$ cat src/rtl/seq_cla_divider.sv
// Multi-cycle restoring unsigned divider: one quotient bit per cycle, with the
// trial subtraction done by a nibble-grouped carry-lookahead adder.
module seq_cla_divider #(
  parameter int WIDTH = 16
) (
  input  logic             clk,
  input  logic             rst,
  input  logic             start,
  input  logic [WIDTH-1:0] dividend,
  input  logic [WIDTH-1:0] divisor,
  output logic             busy,
  output logic             done,
  output logic [WIDTH-1:0] quotient,
  output logic [WIDTH-1:0] remainder,
  output logic             div_by_zero
);

  localparam int NG = WIDTH / 4;
  localparam int CW = $clog2(WIDTH + 1);

  typedef enum logic [1:0] {S_IDLE, S_RUN, S_FIN} state_t;

  state_t           state_q, state_d;
  logic [CW-1:0]    cnt_q, cnt_d;
  logic [WIDTH-1:0] r_q, r_d;
  logic [WIDTH-1:0] q_q, q_d;
  logic [WIDTH-1:0] d_q, d_d;
  logic [WIDTH-1:0] quot_q, quot_d;
  logic [WIDTH-1:0] rem_q, rem_d;
  logic             dbz_q, dbz_d;

  logic [WIDTH:0]   r_sh;
  logic [WIDTH+1:0] trial;
  logic             unused_trial_msb;

  // a - b as a + ~b + 1 over WIDTH+1 bits; returns {carry_out, difference}.
  // Carry-out of 1 means no borrow (a >= b).
  function automatic logic [WIDTH+1:0] cla_sub(input logic [WIDTH:0] a,
                                               input logic [WIDTH:0] b);
    logic [WIDTH:0] bn, p, g, c, s;
    logic [NG:0]    gc;
    logic           gp, gg, cout;
    bn    = ~b;
    p     = a ^ bn;
    g     = a & bn;
    c     = '0;
    gc    = '0;
    gc[0] = 1'b1;
    for (int k = 0; k < NG; k++) begin
      gp = &p[4*k +: 4];
      gg = g[4*k+3] | (p[4*k+3] & g[4*k+2]) | (p[4*k+3] & p[4*k+2] & g[4*k+1])
         | (p[4*k+3] & p[4*k+2] & p[4*k+1] & g[4*k]);
      c[4*k]   = gc[k];
      c[4*k+1] = g[4*k] | (p[4*k] & gc[k]);
      c[4*k+2] = g[4*k+1] | (p[4*k+1] & g[4*k]) | (p[4*k+1] & p[4*k] & gc[k]);
      c[4*k+3] = g[4*k+2] | (p[4*k+2] & g[4*k+1]) | (p[4*k+2] & p[4*k+1] & g[4*k])
               | (p[4*k+2] & p[4*k+1] & p[4*k] & gc[k]);
      gc[k+1]  = gg | (gp & gc[k]);
    end
    // The extra MSB of the partial remainder rides on the final block carry.
    c[WIDTH] = gc[NG];
    s        = p ^ c;
    cout     = g[WIDTH] | (p[WIDTH] & c[WIDTH]);
    return {cout, s};
  endfunction

  always_comb begin
    state_d = state_q;
    cnt_d   = cnt_q;
    r_d     = r_q;
    q_d     = q_q;
    d_d     = d_q;
    quot_d  = quot_q;
    rem_d   = rem_q;
    dbz_d   = dbz_q;

    r_sh  = {r_q, q_q[WIDTH-1]};
    trial = cla_sub(r_sh, {1'b0, d_q});
    // A successful trial is always below the divisor, so its MSB is zero.
    unused_trial_msb = trial[WIDTH];

    case (state_q)
      S_RUN: begin
        r_d   = trial[WIDTH+1] ? trial[WIDTH-1:0] : r_sh[WIDTH-1:0];
        q_d   = {q_q[WIDTH-2:0], trial[WIDTH+1]};
        cnt_d = cnt_q - CW'(1);
        if (cnt_q == CW'(1)) begin
          state_d = S_FIN;
          quot_d  = q_d;
          rem_d   = r_d;
        end
      end
      default: begin
        if (state_q == S_FIN) state_d = S_IDLE;
        if (start) begin
          d_d   = divisor;
          dbz_d = (divisor == '0);
          if (divisor == '0) begin
            q_d     = '1;
            r_d     = dividend;
            quot_d  = '1;
            rem_d   = dividend;
            cnt_d   = '0;
            state_d = S_FIN;
          end else begin
            q_d     = dividend;
            r_d     = '0;
            cnt_d   = CW'(WIDTH);
            state_d = S_RUN;
          end
        end
      end
    endcase
  end

  always_ff @(posedge clk) begin
    if (rst) begin
      state_q <= S_IDLE;
      cnt_q   <= '0;
      quot_q  <= '0;
      rem_q   <= '0;
      dbz_q   <= 1'b0;
    end else begin
      state_q <= state_d;
      cnt_q   <= cnt_d;
      quot_q  <= quot_d;
      rem_q   <= rem_d;
      dbz_q   <= dbz_d;
    end
  end

  // Working datapath needs no reset: it is always loaded on acceptance.
  always_ff @(posedge clk) begin
    r_q <= r_d;
    q_q <= q_d;
    d_q <= d_d;
  end

  assign busy        = (state_q == S_RUN);
  assign done        = (state_q == S_FIN);
  assign quotient    = quot_q;
  assign remainder   = rem_q;
  assign div_by_zero = dbz_q;

endmodule
$ cat config.mk
export PLATFORM = sky130hd
export DESIGN_NAME = seq_cla_divider
export DESIGN_NICKNAME = d
export VERILOG_FILES = /design/src/rtl/seq_cla_divider.sv
export SDC_FILE = /design/constraint.sdc
export NUM_CORES = 1
export LEC_CHECK = 0
export CORE_UTILIZATION = 50
export DETAILED_ROUTE_END_ITERATION = 12
export PLACE_DENSITY = 0.77
export SLEW_MARGIN = 20
export SYNTH_ARGS = -nofsm -noshare
export SYNTH_HDL_FRONTEND = slang
export SYNTH_SLANG_ARGS = --single-unit
$ cat constraint.sdc
create_clock -name clk -period 8.7 [get_ports clk]
set_clock_uncertainty 0.1 [all_clocks]
set_input_delay 2.61 -clock clk [delete_from_list [all_inputs] [get_ports clk]]
set_output_delay 2.61 -clock clk [all_outputs]
set_load 0.02 [all_outputs]
# [After elaboration in Yosys (flattened, before gate mapping)]
# Cells that the tools add are included.
[totals] reg_bits=88 latchBits=0 ramBits=0 mem_bits_ro=0 in_bits=35 output_inout_bits=35 elab_cells=150 memories=0
[op_classes] n_addsub=1 multipliers=0 div=0 n_lt_le_gt_ge=0 eq_ne=4 shifts=0 n_mux=23 n_bitwise=103 reduce_logical=11
[ops] cell="two-way mux 16 bit" n=15
[ops] cell="AND 1 bit" n=57
[ops] cell="bitwise OR 1 bit" n=41
[ops] cell="AND 17 bit" n=1
[ops] cell="NOT 16 -> 17 bit" n=1
[ops] cell="bitwise XOR 17 bit" n=1
[ops] cell="zero test 16 bit" n=1
[ops] cell="AND reduction 4 bit" n=4
[ops] cell="bitwise XOR 16 bit" n=1
[ops] cell="two-way mux 5 bit" n=3
[ops] cell="two-way mux 2 bit" n=5
[ops] cell="== test 5 x 1 -> 1 bit, second input constant" n=1
[ops] cell="subtractor 5 x 1 -> 5 bit, second input constant" n=1
[ops] cell="AND reduction 2 bit" n=2
[ops] cell="nonzero test 2 bit" n=2
[ops] cell="AND reduction 3 bit" n=1
[ops] cell="nonzero test 3 bit" n=1
[ops] cell="== test 2 x 1 -> 1 bit, second input constant" n=1
[ops] cell="== test 2 bit, second input constant" n=1
[ops] cell="inequality test 2 x 1 -> 1 bit, second input constant" n=1
[ops] cell="NOT 1 bit" n=1

# [Depth between registers and ports, before layout]
# Gate-level depths: netlist of the first run.
[logic_depth] depth_word=18 mapped_depth=13 mapped_depth_nobuf=13

# [Least setup slack after synthesis of the first run]
# OpenSTA, ideal clock, no wires.
[synth_timing] kind="input -> register" from="input port divisor[2]" to="register rem_q[14] (netlist: remainder[14])" setup_time_ps=91 arrival_time_ps=4152 required_ps=8509 path_slack_ps=4357 cell_stages=6 path_buffers=1 cell_sequence="nor4_1 > nand4_1 > a21oi_1 > clkbuf_1 > nor2_1 > a311oi_1"
[synth_between] elab_chain_cells=3
[synth_lines] element="start: declaration" line_no="10" rtl="input logic [WIDTH-1:0] divisor,"
[synth_lines] element="zero test 16 bit" line_no="98" rtl="if (divisor == '0) begin"
[synth_lines] element="nonzero test 2 bit (no source line)"
[synth_lines] element="AND reduction 3 bit (no source line)"
[synth_lines] element="end signal: assignment" line_no="127" rtl="rem_q <= rem_d;"
[synth_lines] element="end: declaration" line_no="29" rtl="logic [WIDTH-1:0] rem_q, rem_d;"
# Every way passes these cells.
# A chain may end at the register's enable or synchronous reset.

# [Worst setup path in the final report of the first run]
[layout_timing] from="input port divisor[1]" to="register rem_q[10] (netlist: remainder[10])"
# The elaborated chain is that of the path after synthesis.

==> flow_summary.ini, run 1 <==
[clocking]
htreeDepth = 3
cts_resized = 0
cts_hold_buf = 0
clock_latency_ps = 370
cts_tree = built
clock-root-buffer = clkbuf_8
numCtsBuffers = 9
postCtsSetupBuffers = 0
cts.clk_slew.worst_paths_ps = 90
cts_buffer_depth = 2
cts_sinks = 88

[power_and_ir_drop]
p_per_area_mw_per_mm2 = 200
power_leakage_nw = 1.97
peakVddDrop_v = 0.0000888
total_power_mw = 1.06

[global_routing]
grt_pass1_wl_mm = 16.8
grt_util_all_layers_pct = 24.8
grt_max_degree = 58
grt_pass1_vias = 3486
grt_antenna_before_repair = 0
overflow = 0

[setup_path]
worstPathCellList = clkdlybuf4s50_1 > nor4_1 > nand4_1 > nor2_1 > nand2_1 > o221ai_1 > a31oi_1
cp_max_fo = 18
max_stage_delay_ps = 1040
cp.buffers_inverters = 1
endpoint_kind = register
crit_family = simple AND/OR/NAND/NOR gates
start_kind = primary input
critPathKind = primary input to register
cpMaxStageDelayCell = nor2_1
critPathRequiredTime_ps = 8850
worstPathArrival_ps = 5890

[synth]
synth_xor_area_share_pct = 1.41
synth-compound-area-share_pct = 18.3
synth-main-ff-cell = edfxtp_1
yosysTopAreaCellShare_pct = 33.2
synth_most_common_cell = edfxtp_1
postSynthAreaPerCell_um2 = 10.3
synth_top_area_cell = edfxtp_1
yosysSeqAreaShare_pct = 51.6
synthCells = 423
synth-seq-cells = 88
synth_top_family_by_area = compound AO/OA/AOI/OAI gates
synth_cell_type_count = 53
muxShareOfSynthArea_pct = 3.08
syn_area_mm2 = 0.00435
synth_fa_ha_area_share_pct = 6.85
synthTopCellsByArea = edfxtp_1 33%, dfxtp_1 18%, ha_1 5.5%
synthSimpleGateAreaFrac_pct = 14.6
synth_edf_count = 48
synth_nets = 480
yosysWarnings = 0
synth_common_cells = 48 x edfxtp_1, 42 x nor2_1, 40 x dfxtp_1, 40 x nor3_1, 28 x nand2_1
async_flop_share_pct = 0

[sta]
fin_crit_ps = 5740
timing.final.crit_share_pct = 66.0
hold_violations = 0
worstMarginPinSlew_ps = 1130
fin_setup_tns_ps = 0
rsz0062_at_grt = false
fmax_mhz = 174
setup_viol = 0
relSlewSlack_pct = 24.4
slew_violations = 0

[route]
drt_iter0_drc = 285
via_per_inst = 6.02
drc = 0
drtPass1Iterations = 5
ant_nets = 0
wl_per_cell_um = 17.6
vias = 3601
wirelength_mm = 10.5

[job]
maxCapViolCount = 0

[floorplan]
core_mm2 = 0.00830
io_pins = 70
die_w_um = 95.2
die_h_um = 95.2
design.die.area_mm2 = 0.00907
floorplan.initialDensity_pct = 52.4
rows = 33

[placed_design]
dp_hpwl_mm = 7.60
place_congestion = 0.876
port_buffers = 69

[layout]
finalNetCount = 545
antenna_cells = 0
drive_gt1_share_pct = 7.10
area_delta_synth_final_pct = 22.3

[worst_hold_path]
hp-class = register to register

[outcome]
run_status = finished clean
-- per-stage QoR --
stage	setup WS [ps]	area (um2)	cells	utilization (%)	hold WS, ps
2_1_floorplan	4360	4350	423	-	350
3_3_place_gp	3000	5120	582	61.7	371
3_5_place_dp	2750	5130	582	61.8	388
4_1_cts	3120	5310	598	64.0	401
5_1_grt	2760	5310	598	64.0	424
6_report	2960	5310	598	64.0	397
-- worst reg2reg max path, delay by kind of cell, from the launching register on --
family,cells,cell delay (ps)
AOI/OAI and AO/OA,4,640
muxes,1,230
DFF,1,420
xor gates and xnor gates,1,150
adders and majority gates,2,660
and+or+nand+nor,4,760
-- flip-flops by register name, summed over array words and instances (netlist names) --
name,count
cnt_q,5
d_q,16
div_by_zero,1
q_q,16
quotient,16
r_q,16
remainder,16
state_q,2
-- where the power goes --
group	total, mW	switching, mW	internal [mW]	leakage, nW
registers	0.507	0.0235	0.484	0.808
logic	0.282	0.157	0.125	1.07
clock network	0.271	0.163	0.109	0.0848
-- cell usage in the layout (no fill, tap or decap), types with 6 or more instances in the layout --
cell             instances
a211oi_1                 7
a21oi_1                 15
a22oi_1                  7
clkbuf_8                 9
clkdlybuf4s50_1         69
dfxtp_1                 40
edfxtp_1                48
ha_1                    19
inv_1                   27
mux2i_1                 10
nand2_1                 28
nor2_1                  42
nor3_1                  40
o21a_1                   6
o21ai_0                 17
o21ai_1                  8
o22a_1                  15
o22ai_1                 11
xnor2_1                  6
-- final timing paths --
check,startpoint,end,slack (ps),cells past startpoint
max,divisor[1],remainder[10],2960,7
min,quotient[5],quotient[5],400,2
max reg2reg,r_q[2],r_q[13],5470,12
min reg2reg,quotient[5],quotient[5],400,2
-- metal layers --
layer / vias up / part of all wire, % / wire length (um) / GRT usage, %
met2: 153 / 48 / 5080 / 41.1
met1: 1724 / 44 / 4590 / 31.9
met3: 22 / 5.6 / 589 / 3.43
met4: 0 / 2.5 / 259 / 12.1
met5: - / 0 / 0 / 0
li1: 1702 / - / - / -
-- cell families (layout without fill, tap and decap cells) --
logic type	after synthesis	in the layout
flip-flops	88	88
AO/OA/AOI/OAI	112	112
buffers and inverters	46	116
adder cells (fa/ha/maj)	22	22
AND/OR/NAND/NOR	135	135
XOR/XNOR	7	7
multiplexers	13	13
-- final cells by class --
cell class | instances | area (um2)
clock buffer | 9 | 124
clock inverter | 7 | 60.1
fill | 699 | 2990
inverter | 27 | 101
multi-input combinational | 289 | 1930
sequential | 88 | 2240
tap | 105 | 131
timing repair buffer | 73 | 721
No activity file was read; power rests on OpenSTA's default activity.
==> inputs of run 2 (changes only) <==
--- a/config.mk
+++ b/config.mk
@@ -5,9 +5,9 @@
 export SDC_FILE = /design/constraint.sdc
 export NUM_CORES = 1
 export LEC_CHECK = 0
-export CORE_UTILIZATION = 50
+export CORE_UTILIZATION = 48
 export DETAILED_ROUTE_END_ITERATION = 12
-export PLACE_DENSITY = 0.77
+export PLACE_DENSITY = 0.78
 export SLEW_MARGIN = 20
 export SYNTH_ARGS = -nofsm -noshare
 export SYNTH_HDL_FRONTEND = slang
==> constraint.sdc (replaced) <==
create_clock -name clk -period 4.65 [get_ports clk]
set_clock_uncertainty 0.1 [all_clocks]
set_input_delay 1.395 -clock clk [delete_from_list [all_inputs] [get_ports clk]]
set_output_delay 1.395 -clock clk [all_outputs]
set_load 0.02 [all_outputs]
==> flow_summary.ini, run 2 (synthesis results as in run 1) <==
[outcome]
run_status = finished clean

[layout]
area_delta_synth_final_pct = 23.3
multiInputGateArea_mm2 = 0.00193
drive_gt1_share_pct = 7.82
final_cell_mix = 69 x clkdlybuf4s50_1, 48 x edfxtp_1, 42 x nor2_1, 40 x nor3_1, 40 x dfxtp_1
stdcell_count = 607
nFillCells = 724
antenna_cells = 0
final_common_cell = clkdlybuf4s50_1
regArea_mm2 = 0.00224
finalNetCount = 551

[clocking]
cts_sinks = 88
cts.clk_slew.worst_paths_ps = 80
numCtsBuffers = 9
cts_tree = built
clock_latency_ps = 360
clock-root-buffer = clkbuf_8
htreeDepth = 3
postCtsSetupBuffers = 0
cts_resized = 0
cts_hold_buf = 0
cts_buffer_depth = 2

[setup_path]
rr_worst_depth = 12
worstPathArrival_ps = 3800
cp_max_fo = 10
cp.buffers_inverters = 1
start_kind = primary input
worstPathCellList = clkdlybuf4s50_1 > nor4_1 > nand4_1 > nor3_1 > a22oi_1 > o22ai_1
crit_family = simple AND/OR/NAND/NOR gates
critPathKind = primary input to register
max_stage_delay_ps = 700
endpoint_kind = register
critPathRequiredTime_ps = 4830
cpMaxStageDelayCell = nor3_1
crit_cells = 6

[route]
vias = 3653
drt_iter0_drc = 357
via_per_inst = 6.02
drtPass1Iterations = 4
ant_nets = 0
drc = 0
wirelength_mm = 10.8
wl_per_cell_um = 17.8

[sta]
timing.final.crit_share_pct = 77.9
setup_viol = 0
worstMarginPinSlew_ps = 829
fin_crit_ps = 3620
fin_ws_ps = 1030
fin_setup_tns_ps = 0
slew_violations = 0
hold_violations = 0
relSlewSlack_pct = 44.7
fmax_mhz = 276
rsz0062_at_grt = false

[placed_design]
dp_hpwl_mm = 7.87
place_congestion = 0.884
place_inst = 591
port_buffers = 69
post-place-ws_ps = 743

[floorplan]
design.die.area_mm2 = 0.00944
core_mm2 = 0.00876
rows = 34
die_h_um = 97.2
die_w_um = 97.2
floorplan.initialDensity_pct = 49.6
io_pins = 70

[global_routing]
grt_pass1_vias = 3697
overflow = 0
grt_max_degree = 58
grt_util_all_layers_pct = 23.8
grt_antenna_before_repair = 0
grt_pass1_wl_mm = 17.7

[job]
maxCapViolCount = 0

[power_and_ir_drop]
p_per_area_mw_per_mm2 = 367
combPwrFrac_pct = 27.2
pwr-share-clk_pct = 24.6
netSwitchingPower_uw = 603
p_sw_share_pct = 30.6
internal-power_mw = 1.37
peakVddDrop_v = 0.000162
total_power_mw = 1.97
seq_power_share_pct = 48.2
power_leakage_nw = 2.01

[worst_hold_path]
hold_path_depth = 1
hp-class = register to register
run 2: cell types whose count changed in the layout (fill, tap and decap cells not counted), moves of 2 or more:
| cell | previous run | this run |
|---|---|---|
| clkinv_2 | 0 | 2 |
| clkbuf_1 | 0 | 2 |
| buf_4 | 4 | 9 |
| clkbuf_8 | 9 | 11 |
| clkinvlp_4 | 3 | 0 |
| inv_6 | 3 | 0 |
run 2: final timing paths:
path / startpoint / end / slack (ps)
hold / removal: cnt_q[3] / cnt_q[3] / 390
setup reg to reg: r_q[2] / r_q[13] / 1350
hold reg to reg: cnt_q[3] / cnt_q[3] / 390
setup / recovery: divisor[13] / remainder[13] / 1030
run 2: power by group through the flow:
| stage | Sequential (mW) | Combinational (mW) | Clock (mW) |
|---|---|---|---|
| final | 0.948 | 0.535 | 0.485 |
| after global routing | 0.956 | 0.588 | 0.525 |
| after CTS | 0.948 | 0.530 | 0.492 |
| after detailed placement | 0.966 | 0.526 | 0 |
| after global placement | 0.963 | 0.507 | 0 |
| after floorplan | 0.973 | 0.348 | 0 |
run 2: worst register-to-register path: stages, from the launching register on:
cell      delay (ps)
edfxtp_1         400
ha_1             280
or3_4            410
o221ai_2         240
a31oi_1          180
nor2_1           190
nor2b_1           60
o21ai_0          150
nand2b_1          90
fa_1             370
xor2_1           150
mux2i_1          310
o21ai_1          110
run 2: layout make-up:
class,count,area share (%)
Multi-Input combinational cell,289,36.0
Timing Repair Buffer,79,14.5
Sequential cell,88,41.8
Tap cell,108,2.52
Clock inverter,3,0.304
Inverter,27,1.89
Clock buffer,13,2.97
run 2: metrics by stage:
step	hold WS, ps	util [%]	area [um2]
after floorplan	350	-	4350
after global placement	375	59.2	5180
after detailed placement	376	59.2	5180
after CTS	391	61.2	5360
after global routing	412	61.2	5360
final	391	61.2	5360
run 2: metal layers:
layer / vias up / GRT usage [%] / share of wire, %
met5: - / 0 / 0
met4: 0 / 12.7 / 3.4
met3: 33 / 4.10 / 7.6
met2: 174 / 36.6 / 46
met1: 1729 / 32.0 / 43
li1: 1717 / - / -
==> inputs of run 3 (changes only) <==
--- a/config.mk
+++ b/config.mk
@@ -5,9 +5,9 @@
 export SDC_FILE = /design/constraint.sdc
 export NUM_CORES = 1
 export LEC_CHECK = 0
-export CORE_UTILIZATION = 48
+export CORE_UTILIZATION = 50
 export DETAILED_ROUTE_END_ITERATION = 12
-export PLACE_DENSITY = 0.78
+export PLACE_DENSITY = 0.77
 export SLEW_MARGIN = 20
 export SYNTH_ARGS = -nofsm -noshare
 export SYNTH_HDL_FRONTEND = slang
==> constraint.sdc (replaced) <==
create_clock -name clk -period 3.35 [get_ports clk]
set_clock_uncertainty 0.1 [all_clocks]
set_input_delay 1.005 -clock clk [delete_from_list [all_inputs] [get_ports clk]]
set_output_delay 1.005 -clock clk [all_outputs]
set_load 0.02 [all_outputs]
==> flow_summary.ini, run 3 (synthesis results as in run 1) <==
[placed_design]
place_area_mm2 = 0.00522
place_congestion = 0.920
port_buffers = 69
dp_hpwl_mm = 7.56

[floorplan]
floorplan.initialDensity_pct = 52.4
die_h_um = 95.2
core_mm2 = 0.00830
rows = 33
die_w_um = 95.2
design.die.area_mm2 = 0.00907
io_pins = 70

[clocking]
clock_latency_ps = 370
cts_resized = 0
cts_hold_buf = 0
cts_sinks = 88
cts_buffer_depth = 2
cts.clk_slew.worst_paths_ps = 90
clock-root-buffer = clkbuf_8
cts_tree = built
numCtsBuffers = 9
postCtsSetupBuffers = 0
htreeDepth = 3

[layout]
regArea_mm2 = 0.00224
stdcell_area_mm2 = 0.00542
drive_gt1_share_pct = 9.13
nFillCells = 666
antenna_cells = 0
final_common_cell = clkdlybuf4s50_1
area_delta_synth_final_pct = 24.7
final_cell_mix = 69 x clkdlybuf4s50_1, 48 x edfxtp_1, 42 x nor2_1, 40 x nor3_1, 40 x dfxtp_1
multiInputGateArea_mm2 = 0.00193
finalNetCount = 556

[sta]
rsz0062_at_grt = false
fmax_mhz = 319
worstMarginPinSlew_ps = 560
slew_violations = 0
fin_crit_ps = 3140
setup_viol = 0
fin_setup_tns_ps = 0
relSlewSlack_pct = 62.7
hold_violations = 0
timing.final.crit_share_pct = 93.6

[route]
wirelength_mm = 10.4
wl_per_cell_um = 17.1
vias = 3596
via_per_inst = 5.90
ant_nets = 0
drt_iter0_drc = 250
drc = 0
drtPass1Iterations = 4

[setup_path]
endpoint_kind = register
critPathRequiredTime_ps = 3350
cp_max_fo = 5
critPathKind = register to register
crit_family = simple AND/OR/NAND/NOR gates
worstPathArrival_ps = 3140
cpMaxStageDelayCell = edfxtp_1
start_kind = register
cp.buffers_inverters = 0
max_stage_delay_ps = 400
worstPathCellList = ha_1 > or3_4 > o221ai_2 > a31oi_1 > nor2_1 > nor2b_1 > o21ai_0 > nand2b_1 > fa_1 > xor2_1 > mux2i_1 > o21ai_1

[global_routing]
grt.busiest_layer = met2
grt_util_met3_pct = 4.55
grt_pass1_wl_mm = 16.9
grt_max_degree = 58
grt_antenna_before_repair = 0
grt.met1_usage_pct = 31.4
grt_util_met2_pct = 41.3
overflow = 0
grt_pass1_vias = 3499
grt_util_all_layers_pct = 24.8

[power_and_ir_drop]
p_per_area_mw_per_mm2 = 519
power_leakage_nw = 2.04
peakVddDrop_v = 0.000348

[job]
maxCapViolCount = 0

[worst_hold_path]
hp-class = register to register

[outcome]
run_status = finished clean
==> run 3: cell count changes in the layout (fill, tap and decap cells not counted) <==
cell | before | now
clkinvlp_4 | 0 | 1
inv_4 | 1 | 0
bufinv_16 | 0 | 1
clkbuf_8 | 11 | 9
clkbuf_1 | 2 | 0
clkinv_2 | 2 | 1
inv_6 | 0 | 2
buf_4 | 9 | 14
clkinv_4 | 0 | 2
==> run 3: path summary, 6_finish.rpt <==
check	to	cells after the start	slack, ps	startpoint
hold reg to reg	cnt_q[3]	1	390	cnt_q[3]
hold / removal	cnt_q[3]	1	390	cnt_q[3]
setup / recovery	r_q[13]	12	210	r_q[2]
setup reg to reg	r_q[13]	12	210	r_q[2]
==> run 3: final cells by class <==
cell class	instances	area share, %
flip-flops and latches	88	41.4
multi-input cells	289	35.6
repair buffers	84	15.1
well taps	105	2.42
clock buffers	9	2.29
inverters	27	1.87
clock inverters	7	1.43
==> run 3: through the flow <==
| step | worst slack, ps | utilization [%] | hold slack (ps) | cells | total power [mW] |
|---|---|---|---|---|---|
| 2_1_floorplan | 496 | - | 350 | 423 | 1.83 |
| 3_3_place_gp | 279 | 62.9 | 373 | 593 | 2.05 |
| 3_5_place_dp | 263 | 62.9 | 378 | 593 | 2.07 |
| 4_1_cts | 243 | 65.3 | 391 | 609 | 2.82 |
| 5_1_grt | 39.7 | 65.3 | 421 | 609 | 2.95 |
| 6_report | 213 | 65.3 | 391 | 609 | 2.81 |
==> run 3: per-layer routing <==
| layer | vias up | part of all wire (%) |
|---|---|---|
| met5 | - | 0 |
| met4 | 0 | 2.0 |
| met3 | 20 | 6.1 |
| met2 | 129 | 49 |
| met1 | 1718 | 43 |
| li1 | 1729 | - |
==> run 3: report_power, final <==
group	total, mW	leakage (nW)	internal [mW]	switching (mW)
clock	0.758	0.100	0.351	0.407
sequential	1.32	0.808	1.26	0.0605
combinational	0.736	1.13	0.335	0.401
